[src/rtl/character_mover_pkg.sv]
// Shared constants and types for the lane-based character mover.
// Holds the FSM state encoding, lane bounds, default home lane and phase
// length, colour constants and a helper that identifies pixel-phase states.
package character_mover_pkg;

  localparam int unsigned POS_W         = 4;
  localparam int unsigned PHASE_W       = 6;
  localparam int unsigned COLOUR_W      = 3;

  localparam int unsigned PHASE_LEN_DEF = 47;
  localparam int unsigned HOME_POS_DEF  = 4;
  // First phase count with valid downstream coordinates (2-cycle latency)
  localparam int unsigned PLOT_FIRST    = 2;

  localparam logic [POS_W-1:0]    LANE_MIN     = POS_W'(0);
  localparam logic [POS_W-1:0]    LANE_MAX     = POS_W'(8);

  localparam logic [COLOUR_W-1:0] COLOUR_ERASE = 3'b000;
  localparam logic [COLOUR_W-1:0] COLOUR_DRAW  = 3'b111;

  typedef enum logic [2:0] {
    ST_INIT_DRAW = 3'd0,
    ST_IDLE      = 3'd1,
    ST_ERASE     = 3'd2,
    ST_UPDATE    = 3'd3,
    ST_DRAW      = 3'd4
  } state_e;

  // True for states that sweep the sprite pixels with the phase counter
  function automatic logic is_phase_state(input state_e s);
    return (s == ST_ERASE) || (s == ST_DRAW) || (s == ST_INIT_DRAW);
  endfunction

endpackage

[src/rtl/character_mover_edge_detect.sv]
// Per-bit rising-edge detector against a registered previous level.
// Ports: Clock, Reset (sync, active-low), level_i (levels to watch),
//        rise_c_o (combinational: high while level_i=1 and previous level=0).
module edge_detect #(
  parameter int unsigned WIDTH = 1
) (
  input  logic             Clock,
  input  logic             Reset,
  input  logic [WIDTH-1:0] level_i,
  output logic [WIDTH-1:0] rise_c_o
);

  logic [WIDTH-1:0] prev_q;

  // Previous level, refreshed every cycle regardless of any consumer state
  always_ff @(posedge Clock) begin
    if (!Reset) prev_q <= '0;
    else        prev_q <= level_i;
  end

  assign rise_c_o = level_i & ~prev_q;

endmodule

[src/rtl/character_mover.sv]
// Moves a character sprite between lanes 0..8: on an accepted left/right
// request it erases the sprite at the old lane, steps the lane, and redraws.
// Ports: Clock, Reset (sync, active-low), MoveLeft/MoveRight (level requests),
//        CurrState (lane to the drawing stage), Plot (VGA write enable),
//        Colour (pixel colour), Busy (high outside IDLE).
module character_mover
  import character_mover_pkg::*;
#(
  parameter int unsigned PHASE_LEN = PHASE_LEN_DEF,
  parameter int unsigned HOME_POS  = HOME_POS_DEF
) (
  input  logic                Clock,
  input  logic                Reset,
  input  logic                MoveLeft,
  input  logic                MoveRight,
  output logic [POS_W-1:0]    CurrState,
  output logic                Plot,
  output logic [COLOUR_W-1:0] Colour,
  output logic                Busy
);

  localparam logic [PHASE_W-1:0] PHASE_LAST = PHASE_W'(PHASE_LEN - 1);
  localparam logic [PHASE_W-1:0] PHASE_PLOT = PHASE_W'(PLOT_FIRST);
  localparam logic [POS_W-1:0]   HOME_LANE  = POS_W'(HOME_POS);

  logic [1:0] rise; // [0] left, [1] right

  edge_detect #(.WIDTH(2)) u_edge_detect (
    .Clock    (Clock),
    .Reset    (Reset),
    .level_i  ({MoveRight, MoveLeft}),
    .rise_c_o (rise)
  );

  state_e               state_q, state_d;
  logic [PHASE_W-1:0]   phase_q, phase_d;
  logic [POS_W-1:0]     pos_q, pos_d;
  logic                 dir_right_q, dir_right_d;
  logic                 plot_q, plot_d;
  logic [COLOUR_W-1:0]  colour_q, colour_d;
  logic                 busy_q, busy_d;
  logic                 phase_done;

  assign phase_done = (phase_q == PHASE_LAST);

  // Next-state logic; outputs are derived from the next state so that the
  // registered Plot/Colour/Busy line up with the registered phase counter.
  always_comb begin
    state_d     = state_q;
    phase_d     = phase_q;
    pos_d       = pos_q;
    dir_right_d = dir_right_q;

    case (state_q)
      ST_INIT_DRAW, ST_DRAW, ST_ERASE: begin
        if (phase_done) begin
          state_d = (state_q == ST_ERASE) ? ST_UPDATE : ST_IDLE;
          phase_d = '0;
        end else begin
          phase_d = phase_q + PHASE_W'(1);
        end
      end
      ST_IDLE: begin
        phase_d = '0;
        // Exactly one edge and a legal target; everything else is dropped
        if (rise[0] && !rise[1] && (pos_q != LANE_MIN)) begin
          state_d     = ST_ERASE;
          dir_right_d = 1'b0;
        end else if (rise[1] && !rise[0] && (pos_q != LANE_MAX)) begin
          state_d     = ST_ERASE;
          dir_right_d = 1'b1;
        end
      end
      ST_UPDATE: begin
        pos_d   = dir_right_q ? (pos_q + POS_W'(1)) : (pos_q - POS_W'(1));
        state_d = ST_DRAW;
        phase_d = '0;
      end
      default: begin
        state_d = ST_INIT_DRAW;
        phase_d = '0;
      end
    endcase

    plot_d   = is_phase_state(state_d) && (phase_d >= PHASE_PLOT);
    colour_d = COLOUR_ERASE;
    if ((state_d == ST_DRAW) || (state_d == ST_INIT_DRAW)) colour_d = COLOUR_DRAW;
    busy_d   = (state_d != ST_IDLE);
  end

  // State and output registers; reset aborts any phase in progress
  always_ff @(posedge Clock) begin
    if (!Reset) begin
      state_q     <= ST_INIT_DRAW;
      phase_q     <= '0;
      pos_q       <= HOME_LANE;
      dir_right_q <= 1'b0;
      plot_q      <= 1'b0;
      colour_q    <= COLOUR_ERASE;
      busy_q      <= 1'b1;
    end else begin
      state_q     <= state_d;
      phase_q     <= phase_d;
      pos_q       <= pos_d;
      dir_right_q <= dir_right_d;
      plot_q      <= plot_d;
      colour_q    <= colour_d;
      busy_q      <= busy_d;
    end
  end

  assign CurrState = pos_q;
  assign Plot      = plot_q;
  assign Colour    = colour_q;
  assign Busy      = busy_q;

endmodule

[config.mk]
export PLATFORM = sky130hd
export DESIGN_NAME = character_mover
export DESIGN_NICKNAME = d
export VERILOG_FILES = /design/src/rtl/character_mover_pkg.sv /design/src/rtl/character_mover_edge_detect.sv /design/src/rtl/character_mover.sv
export SDC_FILE = /design/constraint.sdc
export NUM_CORES = 1
export LEC_CHECK = 0
export BUFFER_PORTS_ARGS = -buffer_cell sky130_fd_sc_hd__buf_2
export CORE_AREA = 5 5 61 63
export CTS_CLUSTER_DIAMETER = 200
export DETAILED_ROUTE_END_ITERATION = 8
export DIE_AREA = 0 0 66 68
export PLACE_DENSITY_LB_ADDON = 0.12
export RECOVER_POWER = 25
export SLEW_MARGIN = 20
export SYNTH_ARGS = -nofsm -noshare
export SYNTH_HDL_FRONTEND = slang
export SYNTH_SLANG_ARGS = --single-unit
export TNS_END_PERCENT = 10
[constraint.sdc]
create_clock -name Clock -period 1.79 [get_ports Clock]
set_input_delay 0.2685 -clock Clock [delete_from_list [all_inputs] [get_ports Clock]]
set_output_delay 0.2685 -clock Clock [all_outputs]
set_load 0.03 [all_outputs]
; Word-level counts from Yosys, hierarchy flattened
; Cells that the tools add are included.
[classes]
addsub = 3
shift = 0
muxes = 11
multipliers = 0
n_reduce_logical = 16
eq_ne = 9
div = 0
magnitude_cmp = 1
bitwise_logic = 2
[ops]
columns = operator, count
row1 = 3-bit two-way mux, 4
row2 = 6-bit two-way mux, 2
row3 = "3-bit by 2-bit equality test with 1-bit output, second input constant", 3
row4 = 3-bit one-hot mux with 3 select lines, 1
row5 = "6-bit by 1-bit adder with 6-bit output, second input constant", 1
row6 = "3-bit equality test, second input constant", 2
row7 = "6-bit equality test, second input constant", 1
row8 = "6-bit by 2-bit >= comparator with 1-bit output, second input constant", 1
row9 = 3-bit zero test, 2
row10 = 1-bit logical AND, 5
row11 = "4-bit by 1-bit adder with 4-bit output, second input constant", 1
row12 = 4-bit two-way mux, 1
row13 = "4-bit != test, second input constant", 1
row14 = 4-bit nonzero test, 1
row15 = "4-bit by 1-bit subtractor with 4-bit output, second input constant", 1
row16 = "3-bit by 1-bit equality test with 1-bit output, second input constant", 1
row17 = 1-bit logical OR, 3
row18 = "3-bit by 1-bit != test with 1-bit output, second input constant", 1
row19 = 3-bit OR reduction, 1
row20 = 2-bit bitwise AND, 1
row21 = 1-bit zero test, 2
row22 = 1-bit two-way mux, 2
row23 = 2-bit two-way mux, 1
row24 = 2-bit NOT, 1
row25 = other kinds (2), 2
[word_totals]
romBits = 0
elab_cells = 50
output_inout_bits = 9
mem_count = 0
regBits = 21
input_bits = 4
ramBits = 0
latchBits = 0

; Logic depth before layout (Yosys ltp)
; Gate-level depths: netlist of run 1.
[depth]
ltp_word = 12
ltp_mapped = 6
ltp_nobuf = 6

; Modules after synthesis
; Synthesis of run 1 repeated with hierarchy kept, for this count alone.
[hier_totals]
hier_cells = 103
area_unflattened_um2 = 970.9
[by_module_without_submodules]
columns = module, area_each_um2, cells_each, n_inst, seq_area_each_um2
row1 = character_mover, 890.9, 97, 1, 340.3
row2 = edge_detect, 80.1, 6, 1, 40.0

; Worst setup path after synthesis of run 1
; OpenSTA, ideal clock, no wires.
[synth_path]
path_type = flip-flop to flip-flop
from = register pos_q[0], in the netlist CurrState[0]
to = register state_q[0]
path_stages_with_launch = 5
setup_time_ps = 116
arrival_ps = 1454
slack_ps = 220
path_buffers = 0
required_time_ps = 1674
synth_period_minus_slack_ps = 1570
path_cell_list = dfxtp_1 -> nor4_1 -> or3_1 -> o22a_2 -> a31o_2
[synth_via]
elab_chain_cells = 5
elab_cells_between_ends = 7
cone_classes = eq/ne: 1 / mux: 3 / reduce/logical: 3
[synth_rtl]
columns = item, line_no
row1 = start: declaration, character_mover.sv:37  ; logic [POS_W-1:0] pos_q, pos_d;
row2 = start signal: assignment, character_mover.sv:104  ; pos_q <= pos_d;
row3 = 4-bit != test, character_mover.sv:69  ; end else if (rise[1] && !rise[0] && (pos_q != LANE_MAX)) begin
row4 = 1-bit logical AND, character_mover.sv:69
row5 = 3-bit two-way mux, character_mover.sv:69
row6 = 3-bit two-way mux *, character_mover.sv:66  ; if (rise[0] && !rise[1] && (pos_q != LANE_MIN)) begin
row7 = 3-bit one-hot mux with 3 select lines *, character_mover.sv:54  ; case (state_q)
row8 = end signal: assignment, character_mover.sv:102  ; state_q <= state_d;
row9 = end: declaration, character_mover.sv:35  ; state_e state_q, state_d;
; Every way passes the cells marked *; elsewhere a longest branch is shown, timed or not.
; A chain may end at the register's enable or synchronous reset.

; Worst setup path in the final report of run 1
[layout_path]
from = register dir_right_q
to = register pos_q[3], in the netlist CurrState[3]
[layout_via]
elab_chain_cells = 1
[layout_rtl]
columns = item, line_no
row1 = start: declaration, character_mover.sv:38  ; logic dir_right_q, dir_right_d;
row2 = start signal: assignment, character_mover.sv:105  ; dir_right_q <= dir_right_d;
row3 = 4-bit two-way mux, character_mover.sv:75  ; pos_d = dir_right_q ? (pos_q + POS_W'(1)) : (pos_q - POS_W'(1));
; No other way between the ends.

==> metrics.txt, run 1 <==
yosys warns 0; GPL Wtd Cong 0.770; Syn Area/Cell 9.22 um^2; max-cap check violation count 0; Setup Fix Bufs, Post-CTS 0; Worst Setup End Kind flip-flop; CP max FO 5; Clk pwr share 29.6%; Initial Util 28.4%; Max transition margin 56.1%; Post-Syn Area 903 um^2; DP Wirelength 1230 um; Detailed Routing Iterations Pass 1 3; Clock transition at path regs 0.11 ns; EDFF count, synth 0; worst skew pair latency 0.29 ns; I/O Buffers 12; Int Power 0.545 mW; Longest Clk Path Bufs 2; FFs w/ async S/R, synth 0%; vias per inst 4.43; Total Wirelength 1640 um; Leak 0.393 nW; CTS Root Cell clkbuf_4; Final nets 121; CTS Buf Count 3; crit path launch type flip-flop; die area 0.00449 mm^2; sequential element share of the synthesized area 42.1%; fmax 650 MHz; P&R area growth vs syn 13.3%; sw frac 24.6%; synthesized netlist cell count 98; cells resized by post-CTS repair 0; CTS tree done; Tmin final 1.54 ns; initial antenna violation count 0; peak supply drop 262 uV; depth of the CTS H-tree 1; Row Count 21; largest net degree at the start of global routing 18; WL/cell 10.5 um; Worst-Margin Slew 0.659 ns; Final setup viols 0; Sink Count 19; #FFs+latches synth 19; post-synth net total 107; Comb pwr share 8.6%; routed via count 695; DRC 0; drt initial violations 30; switching power total 0.178 mW; Crit Path Class flip-flop to flip-flop; fin crit share 85.9%; Flop pwr share 61.7%; Hold-fix buffers, CTS 0; antenna cell count 0; run status finished, final reports clean; Die W 66 um; Max Clock Skew 0.00287 ns; final slew viol count 0; cell area power density 706 mW/mm^2; layout cell share with drive strength beyond 1 12.6%; final core utilization 32.2%; worst hold path class input port to flip-flop; I/O pin count 13; Worst EP arrival 1.73 ns; first-pass GRT wire length 2760 um; RSZ-0062 raised after global routing no; DRT antenna net count 0; vias in the first global route 624; CP required 1.98 ns; core area 0.00318 mm^2; GRT Resource Usage Total 7.86%; Die Ht 68 um; Fin. Hold Viols 0; synth unique cells 33; TNS Setup 0 ns; Primary FF master, synth dfxtp_1; gr ovfl total 0
[area by class of cell]
cell class,instances,area [um^2]
clock buffers,4,26.3
fillers,344,2160
inverters,5,18.8
multi-input cells,70,480
flip-flops and latches,19,380
well taps,46,57.6
repair buffers,13,60.1
[metrics by stage]
| step | setup slack [ns] | hold slack (ns) | instance area [um^2] | std cells | power [mW] |
|---|---|---|---|---|---|
| 2_1_floorplan | 0.220 | 0.390 | 903 | 98 | 0.504 |
| 3_3_place_gp | 0.319 | 0.481 | 1000 | 153 | 0.521 |
| 3_5_place_dp | 0.269 | 0.487 | 1000 | 153 | 0.521 |
| 4_1_cts | 0.254 | 0.180 | 1030 | 157 | 0.738 |
| 5_1_grt | 0.111 | 0.191 | 1020 | 157 | 0.761 |
| 6_report | 0.252 | 0.188 | 1020 | 157 | 0.723 |
[power by group through the flow]
stage / Sequential (mW) / Combinational (mW) / Clock (mW)
final: 0.446 / 0.0625 / 0.214
after global routing: 0.448 / 0.0704 / 0.242
after CTS: 0.446 / 0.0657 / 0.226
after detailed placement: 0.456 / 0.0654 / 0
after global placement: 0.455 / 0.0664 / 0
after floorplan: 0.462 / 0.0416 / 0
[per-layer routing]
metal / share of wire [%] / global-route usage (%) / up-vias
li1: - / - / 373
met1: 52 / 10.3 / 312
met2: 42 / 12.3 / 8
met3: 5.4 / 2.13 / 2
met4: 0.97 / 3.05 / 0
met5: 0 / 0 / -
[final timing paths]
check	start	endpoint	slack, ns	cells after the start
max	dir_right_q	CurrState[3]	0.25	6
min	MoveLeft	u_edge_detect.prev_q[0]	0.19	2
max reg2reg	dir_right_q	CurrState[3]	0.25	6
min reg2reg	CurrState[3]	CurrState[3]	0.51	2
[synthesized netlist by cell type (2+ instances only)]
cell,count,share of area [%]
dfxtp_1,19,42
nor2_1,9,3.7
nand2_1,6,2.5
inv_1,5,2.1
and2_1,4,2.8
ha_1,4,5.5
nand3_1,4,2.2
a21oi_1,3,1.7
a31o_2,3,2.9
mux2i_1,3,3.3
nand4_1,3,2.1
o21ai_0,3,1.7
xnor2_1,3,2.9
xor2_1,3,2.9
a211oi_1,2,1.7
a31oi_1,2,1.4
buf_4,2,1.7
nand2b_1,2,1.4
nor2b_1,2,1.4
nor4_1,2,1.4
nor4b_1,2,1.9
[cell families (layout without fill, tap and decap cells)]
logic type | Yosys count | after routing | share of synthesized area [%]
simple gates | 39 | 39 | 23.3
compound gates | 17 | 17 | 13.0
buf+inv | 9 | 22 | 4.71
flops | 19 | 19 | 42.1
mux | 3 | 3 | 3.32
xor+xnor | 6 | 6 | 5.82
fa+ha+maj | 5 | 5 | 7.76
[critical path, cell delays in order (launching register included)]
cell	delay (ns)
dfxtp_1	0.36
inv_1	0.11
ha_1	0.34
a21oi_1	0.21
a211oi_1	0.10
a31o_2	0.23
mux2i_1	0.11
[state kept, by name (all words and copies together), names as in the netlist]
register              flops
state_q                   3
dir_right_q               1
CurrState                 4
phase_q                   6
Busy                      1
u_edge_detect.prev_q      2
Plot                      1
Colour                    1
[placed cells by master, fill, tap and decap left out, types with 3 or more instances in the layout]
master and n:
o21ai_0 3, clkbuf_1 7, inv_1 5, and2_1 4
nand2_1 6, a31o_2 3, nand4_1 3, nand3_1 4
a21oi_1 3, nor2_1 9, dfxtp_1 19, clkbuf_4 3
buf_2 6, mux2i_1 3, xor2_1 3, xnor2_1 3
ha_1 4
Power figures use the tool's default switching activity.
==> run 2, diff against run 1 <==
Settings changed: CORE_AREA 5 5 61 63 to 5 5 63 65, DIE_AREA 0 0 66 68 to 0 0 68 70, SYNTH_HIERARCHICAL set to 1.
==> run 2 against run 1 <==
  * Fmax is 0.30% higher
  * Synthesized area rose by 7.5%
  * Die area increased by 6.1%
  * Clock power up 2%
==> metrics.txt, run 2 <==
run status finished, final reports clean; setup ws final 0.256 ns; Synth top cells by count 19 x dfxtp_1, 12 x nor2_1, 6 x nand2_1, 6 x xnor2_1; DRT antenna net count 0; synth unique cells 33; antenna cell count 0; worst hold slack 0.185 ns; most frequent cells in the layout 19 x dfxtp_1, 12 x nor2_1, 7 x clkbuf_1; yosys warns 6; slowest CP cell dfxtp_1; I/O pin count 13; CP max stage delay 0.36 ns; HP Start MoveLeft; GPL Wtd Cong 0.785; RSZ-0062 raised after global routing no; Post-Syn Area 971 um^2; max reg flops 6; cell area power density 682 mW/mm^2; TNS Setup 0 ns; Sink Count 19; die area 0.00476 mm^2; largest net degree at the start of global routing 13; worst hold path class input port to flip-flop; cells resized by post-CTS repair 0; RR Endpoint CurrState[3]; I/O Buffers 12; core area 0.00328 mm^2; crit path launch type flip-flop; FF-to-FF path depth 6; WHS Path Cells 2; area leader, netlist dfxtp_1; FF-to-FF Start dir_right_q; Worst-Margin Slew 0.521 ns; Hold EP u_edge_detect/prev_q[0]; Longest Clk Path Bufs 2; Max Clock Skew 0.00294 ns; Leak 0.446 nW; vias in the first global route 731; Top reg by flops phase_q; Hold-fix buffers, CTS 0; Fin. Hold Viols 0; DP Area 0.00106 mm^2; CTS tree done; Tmin final 1.53 ns; Max transition margin 65.2%; EDFF count, synth 0; post-synth net total 112; Synth area leaders dfxtp_1 39%, xnor2_1 5.4%, ha_1 5.2%, nor2_1 4.6%, mux2i_1 3.1%; WL/cell 10.7 um; CTS Root Cell clkbuf_4; Row Count 21; DP Wirelength 1310 um; Clock transition at path regs 0.11 ns; Post-Layout Inst Area 0.00108 mm^2; drt initial violations 20; peak supply drop 465 uV; Final Non-Filler Cells 161; synthesized netlist cell count 103; CTS Buf Count 3; routed via count 720; final core utilization 32.9%; pre-CTS setup slack 0.278 ns; Final setup viols 0; Total Wirelength 1730 um; first-pass GRT wire length 3220 um; top-count cell post-synth dfxtp_1; Setup Fix Bufs, Post-CTS 0; Initial Util 29.6%; Final nets 125; FFs w/ async S/R, synth 0%; worst skew pair latency 0.29 ns; Worst EP arrival 1.77 ns; sequential element share of the synthesized area 39.2%; CP required 2.02 ns; P&R area growth vs syn 11.3%; fin crit share 85.7%; GRT Resource Usage Total 8.57%; CP max FO 4; Detailed Routing Iterations Pass 1 4; DRC 0; Syn Area/Cell 9.43 um^2; worst reg-to-reg setup slack 0.26 ns; Die W 68 um; Primary FF master, synth dfxtp_1; gr ovfl total 0; initial antenna violation count 0; vias per inst 4.47; layout cell share with drive strength beyond 1 13.9%; Worst Setup End Kind flip-flop; depth of the CTS H-tree 1; Crit Path Class flip-flop to flip-flop; fmax 652 MHz; max-cap check violation count 0; #FFs+latches synth 19; most common cell after layout, fill and taps aside dfxtp_1; Die Ht 70 um; worst-path cell chain inv_1, ha_1, nand3_1, a211oi_1, a31o_1, mux2i_1; share of Yosys cell area claimed by the top area cell type 39.2%; final slew viol count 0; DP Cell Count 157; PnR Total Power 0.738 mW
-- run 2: cell count changes in the layout (fill, tap and decap cells not counted), sizes merged, moves of 2 or more --
cell,previous run,this run
nand3b,1,3
nor2,9,12
xnor2,3,6
a21oi,3,5
nand4,3,0
nor4b,2,0
-- run 2: kinds of logic (layout without fill, tap and decap cells) --
group                    Yosys count  count (layout)  share of synthesized area (%)
AO/OA/AOI/OAI                     18              18                           12.2
XOR/XNOR                           8               8                           7.22
multiplexers                       3               3                           3.09
buffers and inverters              9              21                           4.64
AND/OR/NAND/NOR                   41              41                           26.4
flip-flops                        19              19                           39.2
adder cells (fa/ha/maj)            5               5                           7.22
-- run 2: cell type report --
| class | instances | area (um^2) |
|---|---|---|
| clock buffers | 4 | 26.3 |
| repair buffers | 12 | 52.6 |
| inverters | 5 | 18.8 |
| well taps | 46 | 57.6 |
| multi-input cells | 75 | 546 |
| fillers | 351 | 2200 |
| flip-flops and latches | 19 | 380 |
-- run 2: worst max path at each step --
stage / from / endpoint / slack [ns] / depth (start not counted)
final: dir_right_q / CurrState[3] / 0.26 / 6
after global routing: dir_right_q / CurrState[3] / 0.14 / 6
after CTS: dir_right_q / CurrState[3] / 0.25 / 6
after detailed placement: dir_right_q / CurrState[3] / 0.28 / 6
after global placement: dir_right_q / CurrState[3] / 0.36 / 6
after floorplan: CurrState[2] / CurrState[3] / 0.25 / 5
-- run 2: report_power, final --
group / total [mW] / internal [mW] / switching (mW)
sequential: 0.447 / 0.436 / 0.0119
combinational: 0.0715 / 0.0287 / 0.0428
clock: 0.219 / 0.0867 / 0.132
-- run 2: critical path: cells and delay by family, from the launching register on --
family	cells	cell delay (ns)
compound gates	2	0.41
fa+ha+maj	1	0.33
buf+inv	1	0.10
flops	1	0.36
mux	1	0.16
simple gates	1	0.11
-- run 2: metal layers --
layer	GRT usage, %	up-vias	part of all wire (%)
met1	11.4	324	50
met3	3.37	2	5.7
met5	0	-	0
met2	12.8	17	44
li1	-	377	-
met4	1.99	0	0.92
